**src/rtl/apb_master.sv**
```systemverilog
// Single-outstanding APB initiator: valid/ready command in, one SETUP/ACCESS transfer and one response pulse out.
// Optional ACCESS-phase timeout abort is enabled by defining APB_TIMEOUT_EN.
module apb_master #(
    parameter int APB_DW  = 8,
    parameter int TIMEOUT = 255
) (
    input  logic              clk,
    input  logic              rst,
    input  logic              cmd_valid,
    output logic              cmd_ready,
    input  logic              cmd_write,
    input  logic [APB_DW-1:0] cmd_addr,
    input  logic [APB_DW-1:0] cmd_wdata,
    output logic              rsp_valid,
    output logic [APB_DW-1:0] rsp_rdata,
    output logic              rsp_err,
    output logic              PSEL,
    output logic              PENABLE,
    output logic              PWRITE,
    output logic [APB_DW-1:0] PADDR,
    output logic [APB_DW-1:0] PWDATA,
    input  logic              PREADY,
    input  logic [APB_DW-1:0] PRDATA
);

    typedef enum logic [1:0] {
        IDLE   = 2'd0,
        SETUP  = 2'd1,
        ACCESS = 2'd2
    } state_e;

    state_e            state_q, state_d;
    logic              psel_q, psel_d;
    logic              penable_q, penable_d;
    logic              pwrite_q, pwrite_d;
    logic [APB_DW-1:0] paddr_q, paddr_d;
    logic [APB_DW-1:0] pwdata_q, pwdata_d;
    logic              rsp_valid_q, rsp_valid_d;
    logic [APB_DW-1:0] rsp_rdata_q, rsp_rdata_d;
    logic              rsp_err_d;

`ifdef APB_TIMEOUT_EN
    localparam int CW = $clog2(TIMEOUT + 1);
    // Counter holds the number of PREADY-low ACCESS cycles already seen.
    localparam logic [CW-1:0] TO_LAST = CW'(TIMEOUT - 1);
    logic [CW-1:0] cnt_q, cnt_d;
    logic          rsp_err_q;
`endif

    always_comb begin
        state_d     = state_q;
        psel_d      = psel_q;
        penable_d   = penable_q;
        pwrite_d    = pwrite_q;
        paddr_d     = paddr_q;
        pwdata_d    = pwdata_q;
        rsp_valid_d = 1'b0;
        rsp_rdata_d = rsp_rdata_q;
        rsp_err_d   = 1'b0;
`ifdef APB_TIMEOUT_EN
        cnt_d       = cnt_q;
`endif
        case (state_q)
            IDLE: begin
                if (cmd_valid) begin
                    pwrite_d  = cmd_write;
                    paddr_d   = cmd_addr;
                    pwdata_d  = cmd_wdata;
                    psel_d    = 1'b1;
                    penable_d = 1'b0;
                    state_d   = SETUP;
                end
            end
            SETUP: begin
                penable_d = 1'b1;
                state_d   = ACCESS;
`ifdef APB_TIMEOUT_EN
                cnt_d     = '0;
`endif
            end
            ACCESS: begin
                if (PREADY) begin
                    psel_d      = 1'b0;
                    penable_d   = 1'b0;
                    rsp_valid_d = 1'b1;
                    rsp_rdata_d = pwrite_q ? '0 : PRDATA;
                    state_d     = IDLE;
                end
`ifdef APB_TIMEOUT_EN
                else if (cnt_q == TO_LAST) begin
                    psel_d      = 1'b0;
                    penable_d   = 1'b0;
                    rsp_valid_d = 1'b1;
                    rsp_err_d   = 1'b1;
                    rsp_rdata_d = '0;
                    state_d     = IDLE;
                end else begin
                    cnt_d = cnt_q + 1'b1;
                end
`endif
            end
            default: state_d = IDLE;
        endcase
    end

    always_ff @(posedge clk or negedge rst) begin
        if (!rst) begin
            state_q     <= IDLE;
            psel_q      <= 1'b0;
            penable_q   <= 1'b0;
            pwrite_q    <= 1'b0;
            paddr_q     <= '0;
            pwdata_q    <= '0;
            rsp_valid_q <= 1'b0;
            rsp_rdata_q <= '0;
`ifdef APB_TIMEOUT_EN
            rsp_err_q   <= 1'b0;
            cnt_q       <= '0;
`endif
        end else begin
            state_q     <= state_d;
            psel_q      <= psel_d;
            penable_q   <= penable_d;
            pwrite_q    <= pwrite_d;
            paddr_q     <= paddr_d;
            pwdata_q    <= pwdata_d;
            rsp_valid_q <= rsp_valid_d;
            rsp_rdata_q <= rsp_rdata_d;
`ifdef APB_TIMEOUT_EN
            rsp_err_q   <= rsp_err_d;
            cnt_q       <= cnt_d;
`endif
        end
    end

    assign cmd_ready = (state_q == IDLE);
    assign PSEL      = psel_q;
    assign PENABLE   = penable_q;
    assign PWRITE    = pwrite_q;
    assign PADDR     = paddr_q;
    assign PWDATA    = pwdata_q;
    assign rsp_valid = rsp_valid_q;
    assign rsp_rdata = rsp_rdata_q;
`ifdef APB_TIMEOUT_EN
    assign rsp_err   = rsp_err_q;
`else
    // Without the timeout there is no abort path, so the error flag never rises.
    assign rsp_err   = 1'b0;
    logic unused_err;
    assign unused_err = rsp_err_d;
`endif

endmodule

```
**config.mk**
```make
export PLATFORM = sky130hd
export DESIGN_NAME = apb_master
export DESIGN_NICKNAME = d
export VERILOG_FILES = /design/src/rtl/apb_master.sv
export SDC_FILE = /design/constraint.sdc
export NUM_CORES = 1
export LEC_CHECK = 0
export ABC_AREA = 1
export BUFFER_PORTS_ARGS = -buffer_cell sky130_fd_sc_hd__buf_4
export CELL_PAD_IN_SITES_DETAIL_PLACEMENT = 2
export CELL_PAD_IN_SITES_GLOBAL_PLACEMENT = 2
export CORE_MARGIN = 1.5
export CORE_UTILIZATION = 26
export CTS_BUF_LIST = sky130_fd_sc_hd__clkbuf_8
export CTS_CLUSTER_SIZE = 20
export DETAILED_ROUTE_END_ITERATION = 8
export PLACE_DENSITY = 0.89
export SLEW_MARGIN = 5
export SYNTH_ARGS = -nofsm -noshare
export SYNTH_HDL_FRONTEND = slang
export SYNTH_SLANG_ARGS = --single-unit
```
**constraint.sdc**
```tcl
create_clock -name clk -period 1.55 [get_ports clk]
set_input_delay 0.31 -clock clk [delete_from_list [all_inputs] [get_ports clk]]
set_output_delay 0.31 -clock clk [all_outputs]
set_load 0.01 [all_outputs]
```
**Yosys cells after proc, flatten, opt, wreduce, memory -nomap -nowiden**

Cells that the tools add are included.

- Input bits: 29
- Register bits: 30

- Reduce and logical (&&, ||, !) cells: 8
- Equality and inequality tests: 4
- Muxes and demuxes: 11

Operators by type and width:

| operator | number |
|---|---|
| two-way mux 8 bit | 1 |
| one-hot mux 2 bit (3 select lines) | 1 |
| AND reduction 2 bit | 3 |
| AND reduction 3 bit | 2 |
| two-way mux 1 bit | 5 |
| two-way mux 2 bit | 2 |
| inequality test 2 bit, second input constant | 2 |
| one-hot mux 1 bit (3 select lines) | 1 |
| nonzero test 3 bit | 1 |
| == test 2 x 1 -> 1 bit, second input constant | 1 |
| == test 2 bit, second input constant | 1 |
| logical NOT 2 bit | 1 |
| one-hot mux 1 bit (2 select lines) | 1 |
| nonzero test 2 bit | 1 |

**Depth between registers and ports, before layout**

- Word-level depth: 3
- Mapped depth: 5
- Mapped depth without buffers: 5

**Worst setup path after synthesis**

OpenSTA, ideal clock, no wires.

- Path kind: reg-to-output
- Start point: reg state_q[1]
- End point: out cmd_ready
- Stages on the path, launching flop included: 3
- Required time: 1240 ps
- Setup slack: 411 ps
- Arrival: 829 ps
- Path buffers: 1
- Cells stage by stage: dfrtp_1 nor2_4 buf_4

- Longest elaborated chain between the ends: 1

Ends and longest elaborated chain:

| element | line | text |
|---|---|---|
| from (decl) | 32 | `state_e state_q, state_d;` |
| from (signal assigned) | 121 | `state_q <= state_d;` |
| logical NOT 2 bit | 136 | `assign cmd_ready = (state_q == IDLE);` |
| to (decl) | 10 | `output logic cmd_ready,` |

Every way passes these cells.

**Worst setup path in the final report**

Ends and elaborated chain as after synthesis.

==> results.toml <==
[cts]
clk-insertion-delay-late_ns = 0.29
cts_made_buffers = 5
path_clk_slew_ns = 0.07
ctsRootBufferMaster = "clkbuf_8"
cts_sinks = 30
htree_num_levels = 2
post_cts_resized = 0
cts_tree = "built"
clock_path_buffers = 2

[global_routing]
grt_use_total_pct = 15.6
use_met3_pct = 6.13
antenna_found_initial = 0
met1_usage_pct = 18.3
use_met2_pct = 25.8
grt_remaining_overflow = 0
grt_pass1_wl_um = 5960
grt.busiest_layer = "met2"
grt_max_degree = 31
grt_pass1_vias = 1212

[yosys]
avgSynthCellArea_um2 = 9.37
netlist.area_leader.share_pct = 62.1
yosysTopAreaCell = "dfrtp_1"
yosysSeqAreaShare_pct = 62.1
yosys_warnings = 0
syn_nets = 158
ys_types = 14
synth_cells = 129
synthTopCellsByArea = "dfrtp_1 (62%), nand2_1 (17%), nand3_1 (7.0%)"
synth.cell_area_um2 = 1210
ys_seq_elements = 30

[die]
pin_count = 59
dieWidth_um = 71.2
dieArea_um2 = 5070
start_util_pct = 27.4
num_rows = 24
core_um2 = 4410
die_height_um = 71.2

[status]
status = "finished clean"

[drt]
viasPerCell = 4.52
routedWlPerCell_um = 14.8
first_pass_iters = 4
drc = 0
drtAntennaViolNets = 0
drt-total-wl_um = 3600
drt-initial-drc-count = 56
vias = 1099

[final_layout]
area_growth_pct = 46.5
n_antenna_cell = 0
fillers = 519
drive_gt1_share_pct = 36.1
nets = 219

[pwr]
total_power_uw = 3570
ir_drop_mv = 0.718
p_leak_uw = 0.000981
powerDensity_nw_per_um2 = 2020

[sta]
clock.fmax_mhz = 743
fin_skew_ns = 0.00675
maxSlewViolCount = 0
hold_viol = 0
final.setup.tns_ns = 0
fin_crit_sh_pct = 86.8
setup_viol = 0
fin_crit_ns = 1.35
rsz0062_at_grt = "false"

[flow_run]
maxCapViolCount = 0

[placement]
gp_congestion = 0.676
hpwl_um = 2600
port_buffers = 57

[worst_setup_path]
cp-start-kind = "register"
critPathRequiredTime_ns = 1.24
arrival_ns = 1.04
r2r-end = "PENABLE"
criticalPathCategory = "reg2out"
end_kind = "output pin"
rr_startpoint = "state_q[1]"
worstRegToRegCells = 5
critPathMaxFanout = 4
rrSetupSlack_ns = 0.28

[worst_hold_path]
min_from = "cmd_addr[7]"
hp-class = "in2reg"
hold_depth = 3
hold_end = "PADDR[7]"
worst max-delay path by stage:
stage               startpoint         to  depth (start not counted)
floorplan           state_q[1]  cmd_ready                          2
global placement    state_q[1]  cmd_ready                          2
detailed placement  state_q[1]  PWDATA[2]                          4
CTS                 state_q[1]  cmd_ready                          2
global route        state_q[1]  cmd_ready                          2
finish              state_q[1]  cmd_ready                          2
layout make-up:
| class | instances | area [µm²] | area share (%) |
|---|---|---|---|
| clock buffers | 6 | 82.6 | 4.66 |
| clock inverters | 2 | 8.76 | 0.495 |
| inverters | 6 | 22.5 | 1.27 |
| multi-input cells | 87 | 388 | 21.9 |
| flip-flops and latches | 30 | 751 | 42.4 |
| well taps | 52 | 65.1 | 3.67 |
| repair buffers | 60 | 453 | 25.6 |
logic make-up after synthesis:
family	count (synthesis)	share of synthesized area, %
AO/OA/AOI/OAI	9	3.73
buffers and inverters	12	5.80
flip-flops	30	62.1
other	1	0.310
AND/OR/NAND/NOR	77	28.1
worst max-delay path, cell delays in order (launching register included):
cell and delay (ns):
dfrtp_1 0.46, nor2_4 0.16, buf_4 0.13
cells in the final DEF, fill, tap and decap left out:
cell type | Yosys | routed
inv_1 | 6 | 7
nand2_1 | 56 | 56
nor2_1 | 1 | 1
dfrtp_1 | 30 | 30
clkinv_2 | 0 | 1
clkbuf_8 | 0 | 6
dlygate4sd3_1 | 0 | 1
o21ai_0 | 2 | 2
buf_4 | 2 | 59
o21ai_1 | 7 | 7
conb_1 | 1 | 1
nand3_1 | 17 | 17
nand3_4 | 1 | 1
nand2_4 | 1 | 1
nor2_4 | 1 | 1
state kept, by name (all words and copies together) (netlist names):
name       flops
PWRITE         1
rsp_valid      1
PADDR          8
PWDATA         8
rsp_rdata      8
state_q        2
PENABLE        1
PSEL           1
cells in the mapped netlist:
cell type  count
nand3_1       17
nor2_1         1
nand2_1       56
buf_2          2
buf_4          2
o21ai_1        7
conb_1         1
nand2_4        1
nor2_4         1
nand3_4        1
dfrtp_1       30
buf_6          2
inv_1          6
o21ai_0        2
timing repair:
action                     4_1_cts  5_1_grt
setup endpoints to repair        1        0
setup buffers                    1        0
hold buffers                     1        0
hold endpoints to repair        30        0
routing by layer:
metal	share of wire, %	vias to the layer above
li1	-	525
met3	7.2	7
met2	48	39
met1	43	528
met5	0	-
met4	1.6	0
metrics by stage:
| step | utilization [%] | setup slack (ns) | area [µm²] | std cells | hold slack, ns |
|---|---|---|---|---|---|
| global placement | 37.6 | 0.356 | 1660 | 233 | 0.263 |
| finish | 40.1 | 0.204 | 1770 | 243 | 0.256 |
| global route | 40.1 | 0.157 | 1770 | 243 | 0.266 |
| detailed placement | 37.6 | 0.293 | 1660 | 233 | 0.271 |
| floorplan | - | 0.411 | 1210 | 129 | 0.0144 |
| CTS | 40.1 | 0.187 | 1770 | 243 | 0.250 |
power by group:
group	internal [µW]	leakage, µW	switching (µW)
Sequential	1140	0.000375	235
Combinational	719	0.000554	822
Clock	351	0.0000524	301
Note: power is estimated with default switching activity, not from simulation.
